## src/rtl/cdb_arbiter_pkg.sv

```systemverilog
// Shared Tomasulo datapath definitions (tag/data encodings also used by the operand
// selectors and reservation stations) plus arbiter-local constants.
package cdb_arbiter_pkg;

    localparam int TAG_W  = 3;
    localparam int DATA_W = 16;

    localparam logic [TAG_W-1:0]  TAG_NONE  = 3'b000;
    localparam logic [DATA_W-1:0] DATA_NONE = 16'b1111_1111_1111_0000;

    localparam int N_UF_DEFAULT = 3;

    localparam int               CNT_W   = 16;
    localparam logic [CNT_W-1:0] CNT_MAX = 16'hFFFF;

endpackage

```

## src/rtl/cdb_arbiter_if.sv

```systemverilog
// Common Data Bus request/broadcast bundle: functional units drive requests (master),
// the arbiter drives grants and the registered broadcast (slave).
interface cdb_arbiter_if
    import cdb_arbiter_pkg::*;
#(
    parameter int N_UF = N_UF_DEFAULT
);

    logic                     Flush;
    logic [N_UF-1:0]          Req;
    logic [N_UF*TAG_W-1:0]    Req_tag;
    logic [N_UF*DATA_W-1:0]   Req_data;
    logic [N_UF-1:0]          Ack;
    logic [TAG_W-1:0]         Qi_CDB;
    logic [DATA_W-1:0]        Qi_CDB_data;
    logic                     CDB_valid;

    modport master (
        output Flush, Req, Req_tag, Req_data,
        input  Ack, Qi_CDB, Qi_CDB_data, CDB_valid
    );

    modport slave (
        input  Flush, Req, Req_tag, Req_data,
        output Ack, Qi_CDB, Qi_CDB_data, CDB_valid
    );

endinterface

```

## src/rtl/cdb_arbiter_rr_pick.sv

```systemverilog
// Combinational round-robin picker: first set bit of elig searching last+1, last+2, ...
// modulo N_UF.
module cdb_arbiter_rr_pick #(
    parameter int N_UF  = 3,
    parameter int PTR_W = $clog2(N_UF)
) (
    input  logic [N_UF-1:0]  elig,
    input  logic [PTR_W-1:0] last,
    output logic [N_UF-1:0]  grant,
    output logic [PTR_W-1:0] win,
    output logic             any
);

    int cand;

    // NOTE: every output gets a default before the loop so no path leaves a latch.
    always_comb begin
        grant = '0;
        win   = '0;
        any   = 1'b0;
        cand  = 0;
        for (int k = 1; k <= N_UF; k++) begin
            cand = (int'(last) + k) % N_UF;
            if (!any && elig[cand]) begin
                any         = 1'b1;
                win         = PTR_W'(cand);
                grant[cand] = 1'b1;
            end
        end
    end

endmodule

```

## src/rtl/cdb_arbiter.sv

```systemverilog
// CDB arbiter: round-robin grant of one functional unit per cycle, registered broadcast
// and one-cycle Ack. Optional statistics counters are built when CDB_STATS_EN is defined.
module cdb_arbiter
    import cdb_arbiter_pkg::*;
#(
    parameter int N_UF = N_UF_DEFAULT
) (
    input  logic             Clock,
    input  logic             Reset,
`ifdef CDB_STATS_EN
    output logic [CNT_W-1:0] Bcast_count,
    output logic [CNT_W-1:0] Conflict_count,
`endif
    cdb_arbiter_if.slave     bus
);

    localparam int PTR_W = $clog2(N_UF);

    logic [N_UF-1:0]   elig;
    logic [N_UF-1:0]   grant;
    logic [PTR_W-1:0]  win;
    logic              any;

    logic [N_UF-1:0]   ack_q;
    logic [PTR_W-1:0]  last_q;
    logic [TAG_W-1:0]  tag_q;
    logic [DATA_W-1:0] data_q;
    logic              valid_q;

    // A UF still seeing its Ack is masked so one result is never broadcast twice.
    for (genvar i = 0; i < N_UF; i++) begin : g_elig
        assign elig[i] = bus.Req[i] & ~ack_q[i] &
                         (bus.Req_tag[i*TAG_W +: TAG_W] != TAG_NONE);
    end

    cdb_arbiter_rr_pick #(
        .N_UF  (N_UF),
        .PTR_W (PTR_W)
    ) u_rr_pick (
        .elig  (elig),
        .last  (last_q),
        .grant (grant),
        .win   (win),
        .any   (any)
    );

    // NOTE: sequential state uses non-blocking assignments so all registers update together.
    always_ff @(posedge Clock) begin
        if (Reset) begin
            ack_q   <= '0;
            valid_q <= 1'b0;
            tag_q   <= TAG_NONE;
            data_q  <= DATA_NONE;
            last_q  <= PTR_W'(N_UF - 1);
        end else if (any && !bus.Flush) begin
            ack_q   <= grant;
            valid_q <= 1'b1;
            tag_q   <= bus.Req_tag[win*TAG_W +: TAG_W];
            data_q  <= bus.Req_data[win*DATA_W +: DATA_W];
            last_q  <= win;
        end else begin
            ack_q   <= '0;
            valid_q <= 1'b0;
            tag_q   <= TAG_NONE;
            data_q  <= DATA_NONE;
        end
    end

    assign bus.Ack         = ack_q;
    assign bus.CDB_valid   = valid_q;
    assign bus.Qi_CDB      = tag_q;
    assign bus.Qi_CDB_data = data_q;

`ifdef CDB_STATS_EN
    always_ff @(posedge Clock) begin
        if (Reset) begin
            Bcast_count    <= '0;
            Conflict_count <= '0;
        end else begin
            if (any && !bus.Flush && Bcast_count != CNT_MAX) begin
                Bcast_count <= Bcast_count + 1'b1;
            end
            if ($countones(elig) >= 2 && Conflict_count != CNT_MAX) begin
                Conflict_count <= Conflict_count + 1'b1;
            end
        end
    end
`endif

endmodule

```

## src/flat_wrapper.sv

```systemverilog
// flat-port wrapper written by rule: the top's interface ports become plain ports
module cdb_arbiter_flat import cdb_arbiter_pkg::*;
#(
    parameter int N_UF = N_UF_DEFAULT
)
  (Clock, Reset, bus_Flush, bus_Req, bus_Req_tag, bus_Req_data, bus_Ack, bus_Qi_CDB, bus_Qi_CDB_data, bus_CDB_valid);
  cdb_arbiter_if #(.N_UF(N_UF)) bus_i ();
  input  logic Clock;
  input  logic Reset;
  input wire logic [$bits(bus_i.Flush)-1:0] bus_Flush;
  input wire logic [$bits(bus_i.Req)-1:0] bus_Req;
  input wire logic [$bits(bus_i.Req_tag)-1:0] bus_Req_tag;
  input wire logic [$bits(bus_i.Req_data)-1:0] bus_Req_data;
  output wire logic [$bits(bus_i.Ack)-1:0] bus_Ack;
  output wire logic [$bits(bus_i.Qi_CDB)-1:0] bus_Qi_CDB;
  output wire logic [$bits(bus_i.Qi_CDB_data)-1:0] bus_Qi_CDB_data;
  output wire logic [$bits(bus_i.CDB_valid)-1:0] bus_CDB_valid;
  assign bus_i.Flush = bus_Flush;
  assign bus_i.Req = bus_Req;
  assign bus_i.Req_tag = bus_Req_tag;
  assign bus_i.Req_data = bus_Req_data;
  assign bus_Ack = bus_i.Ack;
  assign bus_Qi_CDB = bus_i.Qi_CDB;
  assign bus_Qi_CDB_data = bus_i.Qi_CDB_data;
  assign bus_CDB_valid = bus_i.CDB_valid;
  cdb_arbiter #(.N_UF(N_UF)) u_core (.Clock(Clock), .Reset(Reset), .bus(bus_i));
endmodule
```

## config.mk

```make
export PLATFORM = sky130hd
export DESIGN_NAME = cdb_arbiter_flat
export DESIGN_NICKNAME = d
export VERILOG_FILES = /design/src/rtl/cdb_arbiter_pkg.sv /design/src/rtl/cdb_arbiter_if.sv /design/src/rtl/cdb_arbiter_rr_pick.sv /design/src/rtl/cdb_arbiter.sv /design/src/flat_wrapper.sv
export SDC_FILE = /design/constraint.sdc
export NUM_CORES = 1
export LEC_CHECK = 0
export ABC_CLOCK_PERIOD_IN_PS = 2500
export BUFFER_PORTS_ARGS = -buffer_cell sky130_fd_sc_hd__buf_2
export CORE_MARGIN = 2
export CORE_UTILIZATION = 44
export CTS_CLUSTER_SIZE = 20
export DETAILED_ROUTE_END_ITERATION = 10
export GPL_ROUTABILITY_DRIVEN = 0
export PLACE_DENSITY = 0.8
export RECOVER_POWER = 100
export SYNTH_ARGS = -nofsm -noshare
export SYNTH_HDL_FRONTEND = slang
export SYNTH_HIERARCHICAL = 1
export SYNTH_SLANG_ARGS = --single-unit
```

## constraint.sdc

```tcl
create_clock -name Clock -period 2.5 [get_ports Clock]
set_input_delay 0.5 -clock Clock [delete_from_list [all_inputs] [get_ports Clock]]
set_output_delay 0.5 -clock Clock [all_outputs]
set_load 0.02 [all_outputs]
```

# Word level (Yosys, flattened, before mapping)
# Cells that the tools add are included.
op_classes:
  div_mod_pow: 3
  order_cmp: 6
  shift: 2
  muxes: 25
  n_eq_ne: 0
  reduce_logical: 13
  n_mul: 1
  n_addsub: 3
  n_bitwise: 12
ops:
  columns: ["cell", "count"]
  rows:
  - ["$ge A32 B1 Y1 const B", 3]
  - ["$lt A32 B4 Y1 const B", 3]
  - ["$mod A32 B3 Y32 const B", 3]
  - ["$shiftx A48 B7 Y16", 1]
  - ["$mux W1", 13]
  - ["$mux W3", 3]
  - ["$reduce_bool A3 Y1", 3]
  - ["$shiftx A9 B5 Y3", 1]
  - ["$add A2 B2 Y3 const B", 2]
  - ["$and A1 B1 Y1", 6]
  - ["$bmux W1 S2", 3]
  - ["$demux W1 S2", 3]
  - ["$logic_and A1 B1 Y1", 6]
  - ["$mux W2", 3]
  - ["$or A3 B3 Y3", 2]
  - ["$mul A2 B2 Y4 const B", 1]
  - ["$not A1 Y1", 4]
  - ["$add A2 B1 Y3 const B", 1]
  - ["$logic_not A1 Y1", 3]
  - ["$reduce_or A2 Y1", 1]
word_totals:
  out_inout_bits: 23
  romBits: 0
  n_memories: 0
  reg_bits: 25
  elab_cells: 70
  ramBits: 0
  inputBits: 63
  latchBits: 0

# Depth between registers and ports, before layout
logic_depth:
  word_depth: 16
  mapped_depth: 13
  depth_no_buf: 10

# Cells and area by module
# Netlist, hierarchy kept.
by_module_without_submodules:
  columns: ["mod", "area_each_um2", "cells_per_inst", "instances", "seq_area_each_um2"]
  rows:
  - ["cdb_arbiter", 1211.2, 115, 1, 500.5]
  - ["cdb_arbiter_rr_pick", 281.5, 40, 1, 0.0]

# Worst setup path after synthesis
# Ideal clock, no wire load.
synth_timing:
  path_kind: "input to register"
  start: "input bus_Req_tag[5]"
  end: "register u_core.data_q[14] (netlist: u_core/bus.Qi_CDB_data[14])"
  path_slack_ns: 0.228
  t_arrival_ns: 2.140
  n_path_buf: 2
  required_ns: 2.368
  stages: 10
  setup_time_ns: 0.132
  cell_sequence: "nor3_1 nor3b_1 and2_1 o21bai_1 nand4_1 a21oi_1 buf_6 buf_12 mux2i_1 o211ai_2"
synth_via:
  word_cells_on_any_way: 25
  cone_classes: "shift (1); mux (15); bitwise (2); reduce/logical (7)"
synth_lines:
  columns: ["element", "line", "source"]
  rows:
  - ["start: declaration", "flat_wrapper.sv:12", "input wire logic [$bits(bus_i.Req_tag)-1:0] bus_Req_tag;"]
  - ["$reduce_bool A3 Y1 (*)", "cdb_arbiter.sv:33", "(bus.Req_tag[i*TAG_W +: TAG_W] != TAG_NONE);"]
  - ["$and A1 B1 Y1 (*)", "cdb_arbiter.sv:32", "assign elig[i] = bus.Req[i] & ~ack_q[i] &"]
  - ["named net u_core.elig[1]", "cdb_arbiter.sv:19", "logic [N_UF-1:0] elig;"]
  - ["$bmux W1 S2", "cdb_arbiter_rr_pick.sv:24", "if (!any && elig[cand]) begin"]
  - ["$mux W1 (not written as such) (2 in series)", "cdb_arbiter_rr_pick.sv:24", null]
  - ["$mux W1", "cdb_arbiter_rr_pick.sv:24", null]
  - ["$logic_not A1 Y1", "cdb_arbiter_rr_pick.sv:24", null]
  - ["$logic_and A1 B1 Y1", "cdb_arbiter_rr_pick.sv:24", null]
  - ["$mux W1", "cdb_arbiter_rr_pick.sv:24", null]
  - ["$logic_not A1 Y1", "cdb_arbiter_rr_pick.sv:24", null]
  - ["$logic_and A1 B1 Y1", "cdb_arbiter_rr_pick.sv:24", null]
  - ["$mux W2 (*)", "cdb_arbiter_rr_pick.sv:24", null]
  - ["named net u_core.win[0]", "cdb_arbiter.sv:21", "logic [PTR_W-1:0] win;"]
  - ["$shiftx A48 B7 Y16 (*)", "cdb_arbiter.sv:59", "data_q <= bus.Req_data[win*DATA_W +: DATA_W];"]
  - ["end signal: assignment", "cdb_arbiter.sv:59", null]
  - ["end: declaration", "cdb_arbiter.sv:27", "logic [DATA_W-1:0] data_q;"]
# Mark *: on every way through the listed nets, which the timed path passes. The rest lies on a longest branch. The select of a mux whose other input is x is not followed.
# A chain may end at the register's enable or synchronous reset.

# Worst setup path after layout
layout_timing:
  start: "register u_core.last_q[0]"
  end: "register u_core.tag_q[2] (netlist: u_core/bus.Qi_CDB[2])"
layout_via:
  word_cells_on_any_way: 30
  cone_classes: "add/sub (3); mul (1); div (3); shift (1); mux (15); bitwise (1); reduce/logical (6)"
layout_lines:
  columns: ["element", "line", "source"]
  rows:
  - ["start: declaration", "cdb_arbiter.sv:25", "logic [PTR_W-1:0] last_q;"]
  - ["start signal: assignment", "cdb_arbiter.sv:54", "last_q <= PTR_W'(N_UF - 1);"]
  - ["start signal: assignment", "cdb_arbiter.sv:60", "last_q <= win;"]
  - ["$add A2 B1 Y3", "cdb_arbiter_rr_pick.sv:23", "cand = (int'(last) + k) % N_UF;"]
  - ["$mod A32 B3 Y32", "cdb_arbiter_rr_pick.sv:23", null]
  - ["$bmux W1 S2", "cdb_arbiter_rr_pick.sv:24", null]
  - ["$mux W1 (not written as such) (2 in series)", "cdb_arbiter_rr_pick.sv:24", null]
  - ["$mux W1", "cdb_arbiter_rr_pick.sv:24", null]
  - ["$logic_not A1 Y1", "cdb_arbiter_rr_pick.sv:24", null]
  - ["$logic_and A1 B1 Y1", "cdb_arbiter_rr_pick.sv:24", null]
  - ["$mux W1", "cdb_arbiter_rr_pick.sv:24", null]
  - ["$logic_not A1 Y1", "cdb_arbiter_rr_pick.sv:24", null]
  - ["$logic_and A1 B1 Y1", "cdb_arbiter_rr_pick.sv:24", null]
  - ["$mux W2 (*)", "cdb_arbiter_rr_pick.sv:24", null]
  - ["named net u_core.win[0]", "cdb_arbiter.sv:21", null]
  - ["$mul A2 B2 Y4 (*)", "cdb_arbiter.sv:58", "tag_q <= bus.Req_tag[win*TAG_W +: TAG_W];"]
  - ["$shiftx A9 B5 Y3 (*)", "cdb_arbiter.sv:58", null]
  - ["end signal: assignment", "cdb_arbiter.sv:58", null]
  - ["end: declaration", "cdb_arbiter.sv:26", "logic [TAG_W-1:0] tag_q;"]
# Marks and branches as above.

==> impl_metrics.csv <==
group,metric,value,unit
logic_synthesis,synth_area,1490,um^2
logic_synthesis,synth.distinct_cells,39,
logic_synthesis,synth_edf_count,0,
timing,final.setup.worst_slack,174,ps
power_and_ir_drop,p_seq_share,34.6,%
hold_path,hold_class,"in -> reg",
final_layout,fillers,308,
timing,finalCritPeriodShare,93.0,%
clocking,cts_made_buffers,3,
setup_path,cp_max_fo,21,
setup_path,crit_chain,"inv_1 -> ha_2 -> nand2b_1 -> a21bo_1 -> nand4_1 -> a21oi_2 -> buf_12 -> and2b_1 -> a211oi_1 -> a211oi_2",
timing,hold_ws,352,ps
route,vias_per_cell,5.02,
clocking,cts_tree,"done",
timing,slew_headroom,71.3,%
setup_path,crit_slowest_cell,"ha_2",
route,wire_per_inst,13.1,um
global_route,antenna_found_initial,0,
placed_design,placedCellCount,286,
timing,rsz0062_at_grt,"no",
timing,slew_violations,0,
placed_design,place.port_buffers,85,
logic_synthesis,netlist_instances,155,
route,vias,1455,
power_and_ir_drop,intPower,824,uW
timing,post-route-min-period,2330,ps
logic_synthesis,synth_top_cell_area_share,33.5,%
clocking,cts_htree_levels,1,
logic_synthesis,seq_area_frac_synth,33.5,%
status,outcome,"completed",
power_and_ir_drop,p_sw,545,uW
global_route,grt_overflow,0,
placed_design,hpwl,3040,um
clocking,cts_max_path_buffers,2,
global_route,first_global_vias,1381,
timing,setup_viol,0,
power_and_ir_drop,comb_power_share,51.7,%
floorplan,initial_core_util,45.4,%
run,cap_violations,0,
final_layout,final_nets,312,
final_layout,antenna_cells,0,
clocking,clk_pin_slew_worst_paths,150,ps
route,wirelength,3790,um
setup_path,slowest_delay,400,ps
logic_synthesis,synth_top_area_cell,"dfxtp_1",
floorplan,rows,21,
global_route,grt_pass1_wl,6180,um
power_and_ir_drop,clockPowerShare,13.7,%
floorplan,die_x,62.2,um
final_layout,drive_gt1_share,38.9,%
logic_synthesis,yosys-top-cells-area,"dfxtp_1, mux2i_1, a211oi_2",
route,ant_nets,0,
clocking,cts_setup_buffers,0,
power_and_ir_drop,p_leak,0.000867,uW
timing,worst_pin_slew,430,ps
timing,finalHoldViolations,0,
global_route,grt_max_degree,22,
clocking,clock-sinks,25,
power_and_ir_drop,vdd_drop_max,0.296,mV
logic_synthesis,synthArstFlopShare,0,%
logic_synthesis,synthFlopType,"dfxtp_1",
setup_path,worstPathArrival,2540,ps
logic_synthesis,avgSynthCellArea,9.63,um^2
final_layout,layout.cells.non_filler,290,
floorplan,dieArea,3870,um^2
power_and_ir_drop,switching_share,39.8,%
route,drc_errors,0,
floorplan,core,3280,um^2
logic_synthesis,synth.ff_latch_count,25,
floorplan,die_h,62.2,um
floorplan,io_pins,86,
route,drt_pass1_iterations,4,
timing,tns,0,ps
logic_synthesis,synthesis.nets,222,
final_layout,area_growth,34.5,%
timing,max_freq,430,MHz
setup_path,crit_path_start_kind,"register",
logic_synthesis,ys.warnings.count,6,
clocking,insertion_delay,320,ps
setup_path,crit_path_end_kind,"register",
route,drt_iter0_markers,57,
final_layout,fin_util,61.1,%
power_and_ir_drop,power_density,682,nW/um^2
setup_path,crit_type,"reg -> reg",
placed_design,post-place-ws,-18.5,ps
global_route,track_usage,19.6,%
setup_path,cp.required,2720,ps
timing,fin_skew,6.11,ps
clocking,clock-root-buffer,"clkbuf_4",
[synthesized netlist by cell type (all sizes together) (2+ instances only)]
master	n
a211oi	15
a21boi	2
a21oi	3
and2	4
and2b	7
buf	9
dfxtp	25
ha	4
inv	5
mux2	2
mux2i	14
nand2	14
nand2b	12
nand3	2
nor2b	4
nor3	3
nor3b	3
o211ai	12
o21bai	2
o31ai	2
[power by group through the flow]
stage / Clock (uW) / Sequential (uW) / Combinational (uW)
after floorplan: 0 / 546 / 438
after global placement: 0 / 479 / 714
after detailed placement: 0 / 481 / 725
after CTS: 194 / 472 / 726
after global routing: 213 / 481 / 771
final: 188 / 474 / 708
[cells by family after synthesis]
kind of cell	count (synthesis)	share of synthesized area (%)
AOI/OAI and AO/OA	43	24.5
adders and majority gates	4	3.35
buffers and inverters	16	7.96
and+or+nand+nor	51	19.8
muxes	16	10.9
DFF	25	33.5
[area by class of cell]
cell class                      instances  area [um^2]  area share (%)
Multi-Input combinational cell        114          895            44.5
Sequential cell                        25          502            25.0
Timing Repair Buffer                   95          500            24.9
Tap cell                               46         57.6            2.87
Inverter                                6         23.8            1.18
Clock buffer                            3         22.5            1.12
Clock inverter                          1         7.51           0.374
[worst max-delay path, delay by kind of cell (launching register included)]
kind | cells | cell delay, ps
buffers and inverters | 2 | 230
AND/OR/NAND/NOR | 3 | 460
adder cells (fa/ha/maj) | 1 | 400
flip-flops | 1 | 380
AO/OA/AOI/OAI | 4 | 750
[timing repair]
action / 4_1_cts / 5_1_grt
endpoints found under the setup margin: 0 / 18
hold buffers: 0 / 0
hold endpoints to repair: 0 / 0
resized for setup: 0 / 4
[stage by stage]
step / cell area, um^2 / power [uW]
global route: 2010 / 1470
finish: 2010 / 1370
floorplan: 1490 / 984
global placement: 2010 / 1190
detailed placement: 2010 / 1210
CTS: 2040 / 1390
[state kept, by name (all words and copies together) (netlist names)]
name                    flops
u_core/bus.Qi_CDB_data     16
u_core/bus.Ack              3
u_core/bus.Qi_CDB           3
u_core/last_q               2
u_core/bus.CDB_valid        1
[cell usage in the layout, fill, tap and decap left out, types with 2 or more instances in the layout]
cell / n
nand3_1: 2
nor3_1: 3
ha_1: 3
and2_1: 4
mux2i_1: 14
a211oi_1: 7
clkbuf_1: 23
o21bai_1: 2
buf_2: 62
a211oi_2: 8
clkbuf_4: 3
o211ai_2: 2
inv_1: 5
mux2_2: 2
buf_12: 2
dfxtp_1: 24
nor2b_1: 3
nand2b_1: 12
o211ai_1: 10
nor3b_1: 3
nand2_1: 14
and2b_1: 6
buf_4: 7
a21oi_1: 2
[routing by layer]
layer | part of all wire, % | global-route usage (%) | vias to the layer above
met5 | 0 | 0 | -
met4 | 1.3 | 6.94 | 0
met3 | 6.3 | 4.17 | 4
met2 | 50 | 33.7 | 54
met1 | 42 | 24.3 | 662
li1 | - | - | 735
[worst paths after layout]
check        slack, ps                   end  depth (start not counted)        startpoint
max                170  u_core/bus.Qi_CDB[2]                         10  u_core/last_q[0]
min                350      u_core/last_q[0]                          2             Reset
max reg2reg        170  u_core/bus.Qi_CDB[2]                         10  u_core/last_q[0]
min reg2reg        560      u_core/last_q[0]                          2  u_core/last_q[0]
Note: power is estimated with default switching activity, not from simulation.
